## src/rtl/uart_packetizer_pkg.sv

```systemverilog
// Shared constants, state encoding and check-byte update for uart_packetizer.
// Define UART_PACKETIZER_CRC8_EN to switch the check byte from additive sum to CRC-8.
package uart_packetizer_pkg;

  localparam logic [7:0] SYNC_BYTE = 8'hA5;
  localparam logic [7:0] CRC8_POLY = 8'h07;

`ifdef UART_PACKETIZER_CRC8_EN
  localparam bit CHK_IS_CRC8 = 1'b1;
`else
  localparam bit CHK_IS_CRC8 = 1'b0;
`endif

  typedef enum logic [2:0] {
    S_IDLE,
    S_FILL,
    S_SYNC,
    S_ROWH,
    S_ROWL,
    S_LEN,
    S_PAY,
    S_CHK
  } pkt_state_e;

  // Folds one covered byte into the running check value.
  // CRC-8 is MSB first, init 0, no final XOR.
  function automatic logic [7:0] chk_update(input logic [7:0] acc, input logic [7:0] din);
    logic [7:0] crc;
    logic [7:0] sum;
    crc = acc ^ din;
    for (int i = 0; i < 8; i++) begin
      crc = crc[7] ? ((crc << 1) ^ CRC8_POLY) : (crc << 1);
    end
    sum = acc + din;
    return CHK_IS_CRC8 ? crc : sum;
  endfunction

endpackage

```

## src/rtl/uart_packetizer_payload_buf.sv

```systemverilog
// pkt_payload_buf: Depth x 8 simple dual-port RAM, synchronous write, registered read.
// Contents carry no reset; the packetizer never reads a location it has not written.
module pkt_payload_buf
  import uart_packetizer_pkg::*;
#(
  parameter int Depth = 64,
  parameter int AW    = 6
) (
  input  logic          CLK,
  input  logic          i_wr_en,
  input  logic [AW-1:0] i_wr_addr,
  input  logic [7:0]    i_wr_data,
  input  logic [AW-1:0] i_rd_addr,
  output logic [7:0]    o_rd_data
);

  logic [7:0] r_mem [Depth];
  logic [7:0] r_rd_data;

  // Write port plus one-cycle registered read port.
  always_ff @(posedge CLK) begin
    if (i_wr_en) r_mem[i_wr_addr] <= i_wr_data;
    r_rd_data <= r_mem[i_rd_addr];
  end

  assign o_rd_data = r_rd_data;

endmodule

```

## src/rtl/uart_packetizer.sv

```systemverilog
// uart_packetizer: gathers FIFO bytes into packets
//   A5, ROW_HI, ROW_LO, LEN, payload[LEN], CHK
// and hands them to the UART one byte per take.
// Build option: UART_PACKETIZER_CRC8_EN selects CRC-8 check byte (default: 8-bit sum).
module uart_packetizer
  import uart_packetizer_pkg::*;
#(
  parameter int MaxPayload = 64,
  parameter int RowWidth   = 9
) (
  input  logic                CLK,
  input  logic                RST,
  input  logic [7:0]          i_data,
  input  logic                i_empty,
  output logic                o_rd_en,
  input  logic [RowWidth-1:0] i_row_y,
  input  logic                i_row_end,
  output logic [7:0]          o_frame,
  output logic                o_valid,
  input  logic                i_take,
  output logic                o_busy,
  output logic                o_pkt_done
);

  localparam int CW = $clog2(MaxPayload + 1);
  localparam int AW = (MaxPayload > 1) ? $clog2(MaxPayload) : 1;
  localparam logic [CW-1:0] FULL_CNT = CW'(MaxPayload);

  pkt_state_e          r_state, w_state_nxt;
  logic [CW-1:0]       r_count, w_count_nxt;
  logic [CW-1:0]       r_pay_idx, w_pay_idx_nxt;
  logic [CW-1:0]       w_rd_next;
  logic                r_flush, w_flush_clr;
  logic [7:0]          r_chk, w_chk_nxt;
  logic [7:0]          w_frame, w_rd_data;
  logic [RowWidth-1:0] r_row;
  logic [15:0]         w_row16;
  logic [AW-1:0]       w_rd_addr, w_wr_addr;
  logic                w_rd_en, w_valid, w_done;

  assign w_row16   = 16'(r_row);
  assign w_wr_addr = r_count[AW-1:0];

  // Read address runs one byte ahead on a take so PAY streams without bubbles.
  always_comb begin
    w_rd_next = '0;
    if (r_state == S_PAY) w_rd_next = i_take ? (r_pay_idx + 1'b1) : r_pay_idx;
  end

  assign w_rd_addr = (w_rd_next < FULL_CNT) ? w_rd_next[AW-1:0] : '0;

  pkt_payload_buf #(
    .Depth(MaxPayload),
    .AW   (AW)
  ) u_buf (
    .CLK      (CLK),
    .i_wr_en  (w_rd_en),
    .i_wr_addr(w_wr_addr),
    .i_wr_data(i_data),
    .i_rd_addr(w_rd_addr),
    .o_rd_data(w_rd_data)
  );

  // Next-state, FIFO read strobe, output byte and check accumulation.
  always_comb begin
    w_state_nxt   = r_state;
    w_count_nxt   = r_count;
    w_pay_idx_nxt = r_pay_idx;
    w_chk_nxt     = r_chk;
    w_flush_clr   = 1'b0;
    w_rd_en       = 1'b0;
    w_valid       = 1'b0;
    w_done        = 1'b0;
    w_frame       = 8'h00;
    case (r_state)
      S_IDLE: begin
        if (r_flush && i_empty) w_flush_clr = 1'b1;
        else if (!i_empty)      w_state_nxt = S_FILL;
      end
      S_FILL: begin
        w_rd_en = !i_empty && (r_count < FULL_CNT);
        if (w_rd_en) w_count_nxt = r_count + 1'b1;
        // Full takes priority and leaves a pending flush for the next packet.
        if (r_count == FULL_CNT) begin
          w_state_nxt = S_SYNC;
        end else if (r_flush && i_empty) begin
          w_flush_clr = 1'b1;
          w_state_nxt = (r_count != '0) ? S_SYNC : S_IDLE;
        end
      end
      S_SYNC: begin
        w_valid = 1'b1;
        w_frame = SYNC_BYTE;
        if (i_take) begin
          w_chk_nxt   = 8'h00;
          w_state_nxt = S_ROWH;
        end
      end
      S_ROWH: begin
        w_valid = 1'b1;
        w_frame = w_row16[15:8];
        if (i_take) begin
          w_chk_nxt   = chk_update(r_chk, w_frame);
          w_state_nxt = S_ROWL;
        end
      end
      S_ROWL: begin
        w_valid = 1'b1;
        w_frame = w_row16[7:0];
        if (i_take) begin
          w_chk_nxt   = chk_update(r_chk, w_frame);
          w_state_nxt = S_LEN;
        end
      end
      S_LEN: begin
        w_valid = 1'b1;
        w_frame = 8'(r_count);
        if (i_take) begin
          w_chk_nxt     = chk_update(r_chk, w_frame);
          w_pay_idx_nxt = '0;
          w_state_nxt   = S_PAY;
        end
      end
      S_PAY: begin
        w_valid = 1'b1;
        w_frame = w_rd_data;
        if (i_take) begin
          w_chk_nxt     = chk_update(r_chk, w_frame);
          w_pay_idx_nxt = r_pay_idx + 1'b1;
          if (r_pay_idx == (r_count - 1'b1)) w_state_nxt = S_CHK;
        end
      end
      S_CHK: begin
        w_valid = 1'b1;
        w_frame = r_chk;
        if (i_take) begin
          w_done      = 1'b1;
          w_count_nxt = '0;
          w_state_nxt = i_empty ? S_IDLE : S_FILL;
        end
      end
      default: w_state_nxt = S_IDLE;
    endcase
  end

  // State, counters, flush flag, check accumulator and latched row.
  always_ff @(posedge CLK or negedge RST) begin
    if (!RST) begin
      r_state   <= S_IDLE;
      r_count   <= '0;
      r_pay_idx <= '0;
      r_flush   <= 1'b0;
      r_chk     <= 8'h00;
      r_row     <= '0;
    end else begin
      r_state   <= w_state_nxt;
      r_count   <= w_count_nxt;
      r_pay_idx <= w_pay_idx_nxt;
      r_flush   <= (r_flush & ~w_flush_clr) | i_row_end;
      r_chk     <= w_chk_nxt;
      if (w_rd_en && (r_count == '0)) r_row <= i_row_y;
    end
  end

  assign o_rd_en    = w_rd_en;
  assign o_valid    = w_valid;
  assign o_frame    = w_frame;
  assign o_pkt_done = w_done;
  assign o_busy     = (r_state != S_IDLE);

endmodule

```

## config.mk

```make
export PLATFORM = sky130hd
export DESIGN_NAME = uart_packetizer
export DESIGN_NICKNAME = d
export VERILOG_FILES = /design/src/rtl/uart_packetizer_pkg.sv /design/src/rtl/uart_packetizer_payload_buf.sv /design/src/rtl/uart_packetizer.sv
export SDC_FILE = /design/constraint.sdc
export NUM_CORES = 1
export LEC_CHECK = 0
export CAP_MARGIN = 15
export CORE_AREA = 2 2 219 221
export DETAILED_ROUTE_END_ITERATION = 10
export DIE_AREA = 0 0 221 223
export HOLD_SLACK_MARGIN = 0.15
export PLACE_DENSITY_LB_ADDON = 0.12
export SLEW_MARGIN = 20
export SYNTH_ARGS = -nofsm -noshare
export SYNTH_HDL_FRONTEND = slang
export SYNTH_SLANG_ARGS = --single-unit
```

## constraint.sdc

```tcl
create_clock -name CLK -period 5.8 [get_ports CLK]
set_clock_uncertainty 0.15 [all_clocks]
set_input_delay 0.58 -clock CLK [delete_from_list [all_inputs] [get_ports CLK]]
set_output_delay 0.58 -clock CLK [all_outputs]
set_load 0.01 [all_outputs]
```

==> reports/metrics.sh <==
CTS-ROOT-TO-SINK-BUFFERS=3
DETAILEDROUTE.FIRSTPASSITERATIONCOUNT=6
TRITONCTS.NUM_BUFFERS=57
COREAREA_MM2=0.04715
TRITONCTS='built'
SYNTH_AREA_MM2=0.02314
COMB_POWER_SHARE=0.229
NET-SWITCHING-POWER_mW=3.334
POWER-PER-CELL-AREA_mW_PER_MM2=421.6
GRT_MAX_DEGREE=65
PLACE.GP.CONGESTION=0.8360
SEQ_AREA_FRAC_SYNTH=0.7093
GRT_ANTENNA_BEFORE_REPAIR=1
CRITPATHMAXFANOUT=25
CTS.REPORTEDPATHS.CLKPINSLEW_NS=0.06
SYN2LAYOUT_AREA_GROWTH_PCT=11.90
HOLD_VIOLATIONS=0
SETUP_WS_POST_LAYOUT_NS=1.370
FINAL_NET_COUNT=1757
TIMING.FINAL.CRIT_PERIOD_NS=4.430
DRC_ERRORS=0
H-TREE-DEPTH=2
UNREPAIRED_SETUP_ENDPOINTS_AFTER_GLOBAL_ROUTING='false'
WORST_IR_DROP_VDD_uV=280.6
SHARE_SEQ_OF_TOTAL_POWER=0.436
OUTCOME='finished clean'
SETUP_VIOL_COUNT_FINAL=0
CTSROOTBUFFERMASTER='sky130_fd_sc_hd__clkbuf_16'
SETUP.WORST_PATH.START='r_state[2]'
SYNTH_EDF_COUNT=512
YS_DOMINANT_REG_CELL='sky130_fd_sc_hd__edfxtp_1'
DIE_WIDTH_UM=221
PORTBUFFERS=33
INITIAL_CORE_UTILIZATION=0.4908
SLOWEST_STAGE='sky130_fd_sc_hd__nor4_4'
TIMING_MAX_TRANSITION_VIOLATIONS_FINAL=0
FLOORPLAN.DIE.HEIGHT_UM=223
TIMING.FMAX_MHz=225.7
LAYOUT.CELLS.MOST_COMMON_LIST='sky130_fd_sc_hd__edfxtp_1, sky130_fd_sc_hd__nand2_1, sky130_fd_sc_hd__nor2_1'
INTERNAL_POWER_mW=7.581
STARTPOINT_TYPE='flip-flop'
P_CLK_FRAC=0.335
STD_CELL_ROWS=80
SETUP.WORST_PATH.END_CLASS='flip-flop'
CRITICAL_PATH_BUF_INV_COUNT=1
SYNTH_CELL_TYPES=81
REQUIRED_NS=6.23
GRT_USAGE=0.2467
DRIVE_GT1_FRAC=0.09904
GLOBAL_ROUTE_WIRE_LENGTH_BEFORE_REPAIR_MM=91.51
DRV.MAX_CAP_VIOLATION_COUNT=0
TIGHTEST_PIN_TRANSITION_NS=1.028
TIMING.SETUP.TNS_NS=0
LEAKAGE_nW=8.545
CLOCK_INSERTION_DELAY_WORST_SKEW_NS=0.63
PATH_CELLS='nor2b_1 > nand2_1 > nor4_4 > buf_4 > o221ai_1 > a31oi_1 > nand2_1 > a21oi_1 > a22o_1'
TIMING.HOLD.WORST.CLASS='flip-flop to flip-flop'
CRITPATHMAXSTAGEDELAY_NS=0.91
DRT-TOTAL-WL_MM=61.58
CP_COMMON_CELL='sky130_fd_sc_hd__nand2_1'
DETAILED_PLACE_HPWL_MM=37.12
MAX_SLEW_MARGIN=0.3109
POST-CTS-SETUP-BUFFER-COUNT=0
SYN_INST=1709
VIA_PER_INST=6.210
WORST-SETUP-PATH-TYPE='flip-flop to flip-flop'
SYNTH-WARNING-COUNT=0
DRT_FIRST_ITER_VIOLATIONS=1726
SYNTHESIS.AREA_PER_INSTANCE_UM2=13.54
ROUTED_WIRE_LENGTH_PER_INSTANCE_UM=25.85
GRT_REMAINING_OVERFLOW=0
SW_FRAC_OF_TOTAL=0.3055
SYN_NETS=1743
DIODES=0
CTS_RESIZED=0
CRIT_PATH_LEADING_DELAY_FAMILY='simple AND/OR/NAND/NOR gates'
GRT_PASS1_VIAS=14084
PLACEMENT.SETUP.WORST_SLACK_NS=1.009
CTS_NUM_SINKS=555
VIA_COUNT=14792
CRITPATHARRIVALTIME_NS=4.86
POSTROUTEANTENNANETS=0
MOST_FREQUENT_STANDARD_CELL_IN_THE_LAYOUT_EXCLUDING_FILL_AND_TAP_CELLS='sky130_fd_sc_hd__edfxtp_1'
SYNTHARSTFLOPSHARE=0.06306
CRIT-REG2REG-LAUNCH='r_state[2]'
YS_FF_LATCH=555
MIN-DELAY-START='r_row[3]'
FLOORPLAN.DIE_AREA_MM2=0.04928
FINALCRITPERIODSHARE=0.7638
PIN_COUNT=34
state kept, by name, indices dropped and copies added, names as in the netlist:
signal / count
u_buf.r_mem: 512
r_row: 9
r_chk: 8
u_buf.o_rd_data: 8
r_count: 7
r_pay_idx: 7
r_state: 3
r_flush: 1
power groups by stage:
stage / Combinational, mW / Clock [mW] / Sequential [mW]
final: 2.50 / 3.66 / 4.75
after floorplan: 1.80 / 0 / 4.65
after global placement: 2.44 / 0 / 4.83
after detailed placement: 2.47 / 0 / 4.83
after CTS: 2.49 / 3.70 / 4.75
after global routing: 2.72 / 3.85 / 4.77
layout make-up:
class / instances / area [um2]
sequential: 555 / 16410
clock inverter: 31 / 341.6
inverter: 8 / 30.03
timing repair buffer: 77 / 661.9
clock buffer: 72 / 1513
tap: 615 / 769.5
fill: 3862 / 21250
multi-input combinational: 1024 / 6165
routing by layer:
layer | share of wire | global-route usage | routed length (um) | up-vias
met5 | 0.00021 | 0 | 13 | -
met4 | 0.028 | 0.08162 | 1739 | 2
met3 | 0.079 | 0.04188 | 4837 | 99
met2 | 0.46 | 0.3832 | 28570 | 651
met1 | 0.43 | 0.3558 | 26430 | 7423
li1 | - | - | - | 6617
metrics by stage:
stage               cell area [um2]  instances  total power [mW]  hold slack (ns)    util
global route                  25890       2382             11.34           0.3700  0.5492
finish                        25890       2382             10.92           0.3582  0.5492
global placement              24010       2277             7.268           0.3128  0.5093
floorplan                     23140       1709             6.450           0.1344       -
CTS                           25890       2382             10.93           0.3589  0.5491
detailed placement            24020       2278             7.309           0.3465  0.5096
Yosys cell counts (13+ instances only):
library cell | number | area [um2]
sky130_fd_sc_hd__a32oi_1 | 19 | 166.4
sky130_fd_sc_hd__a21o_1 | 13 | 97.59
sky130_fd_sc_hd__nor2b_1 | 13 | 81.33
sky130_fd_sc_hd__xnor2_1 | 18 | 157.7
sky130_fd_sc_hd__a22o_1 | 13 | 113.9
sky130_fd_sc_hd__clkbuf_1 | 53 | 198.9
sky130_fd_sc_hd__o2111ai_1 | 18 | 157.7
sky130_fd_sc_hd__mux2i_1 | 30 | 300.3
sky130_fd_sc_hd__nor2_1 | 116 | 435.4
sky130_fd_sc_hd__o221ai_1 | 74 | 648.1
sky130_fd_sc_hd__nand2_1 | 262 | 983.4
sky130_fd_sc_hd__edfxtp_1 | 512 | 15370
sky130_fd_sc_hd__a21oi_1 | 36 | 180.2
sky130_fd_sc_hd__and3_1 | 26 | 162.7
sky130_fd_sc_hd__o22ai_1 | 56 | 350.3
sky130_fd_sc_hd__o21ai_0 | 53 | 265.3
sky130_fd_sc_hd__buf_2 | 48 | 240.2
sky130_fd_sc_hd__nand3_1 | 99 | 495.5
sky130_fd_sc_hd__a31oi_1 | 24 | 150.1
sky130_fd_sc_hd__dfrtp_1 | 35 | 875.8
what timing repair did:
| item | CTS | global route |
|---|---|---|
| hold endpoints to repair | 35 | 0 |
| hold buffers | 1 | 0 |
| endpoints found under the setup margin | 0 | 0 |
cell families (layout without fill, tap and decap cells):
group                      count (synthesis)  after routing  synth area share
DFF                                      555            555            0.7093
xor gates and xnor gates                  30             30           0.01168
buffers and inverters                    130            188           0.02666
muxes                                     43             43           0.01931
adders and majority gates                 12             12          0.006814
AOI/OAI and AO/OA                        355            355            0.1113
and+or+nand+nor                          584            584            0.1149
final timing paths:
path | end | cells past startpoint | slack [ns]
setup reg to reg | u_buf.o_rd_data[5] | 9 | 1.37
hold reg to reg | r_row[3] | 1 | 0.36
max in group asynchronous | r_row[0] | 2 | 4.53
min in group asynchronous | r_chk[6] | 2 | 0.44
setup / recovery | u_buf.o_rd_data[5] | 9 | 1.37
hold / removal | r_row[3] | 1 | 0.36
worst register-to-register path, cell delays in order (launching register included):
cell and delay, ns:
sky130_fd_sc_hd__dfrtp_1 0.76, sky130_fd_sc_hd__nor2b_1 0.46, sky130_fd_sc_hd__nand2_1 0.32, sky130_fd_sc_hd__nor4_4 0.91, sky130_fd_sc_hd__buf_4 0.50, sky130_fd_sc_hd__o221ai_1 0.22
sky130_fd_sc_hd__a31oi_1 0.19, sky130_fd_sc_hd__nand2_1 0.11, sky130_fd_sc_hd__a21oi_1 0.54, sky130_fd_sc_hd__a22o_1 0.22
No activity file was read; power rests on OpenSTA's default activity.
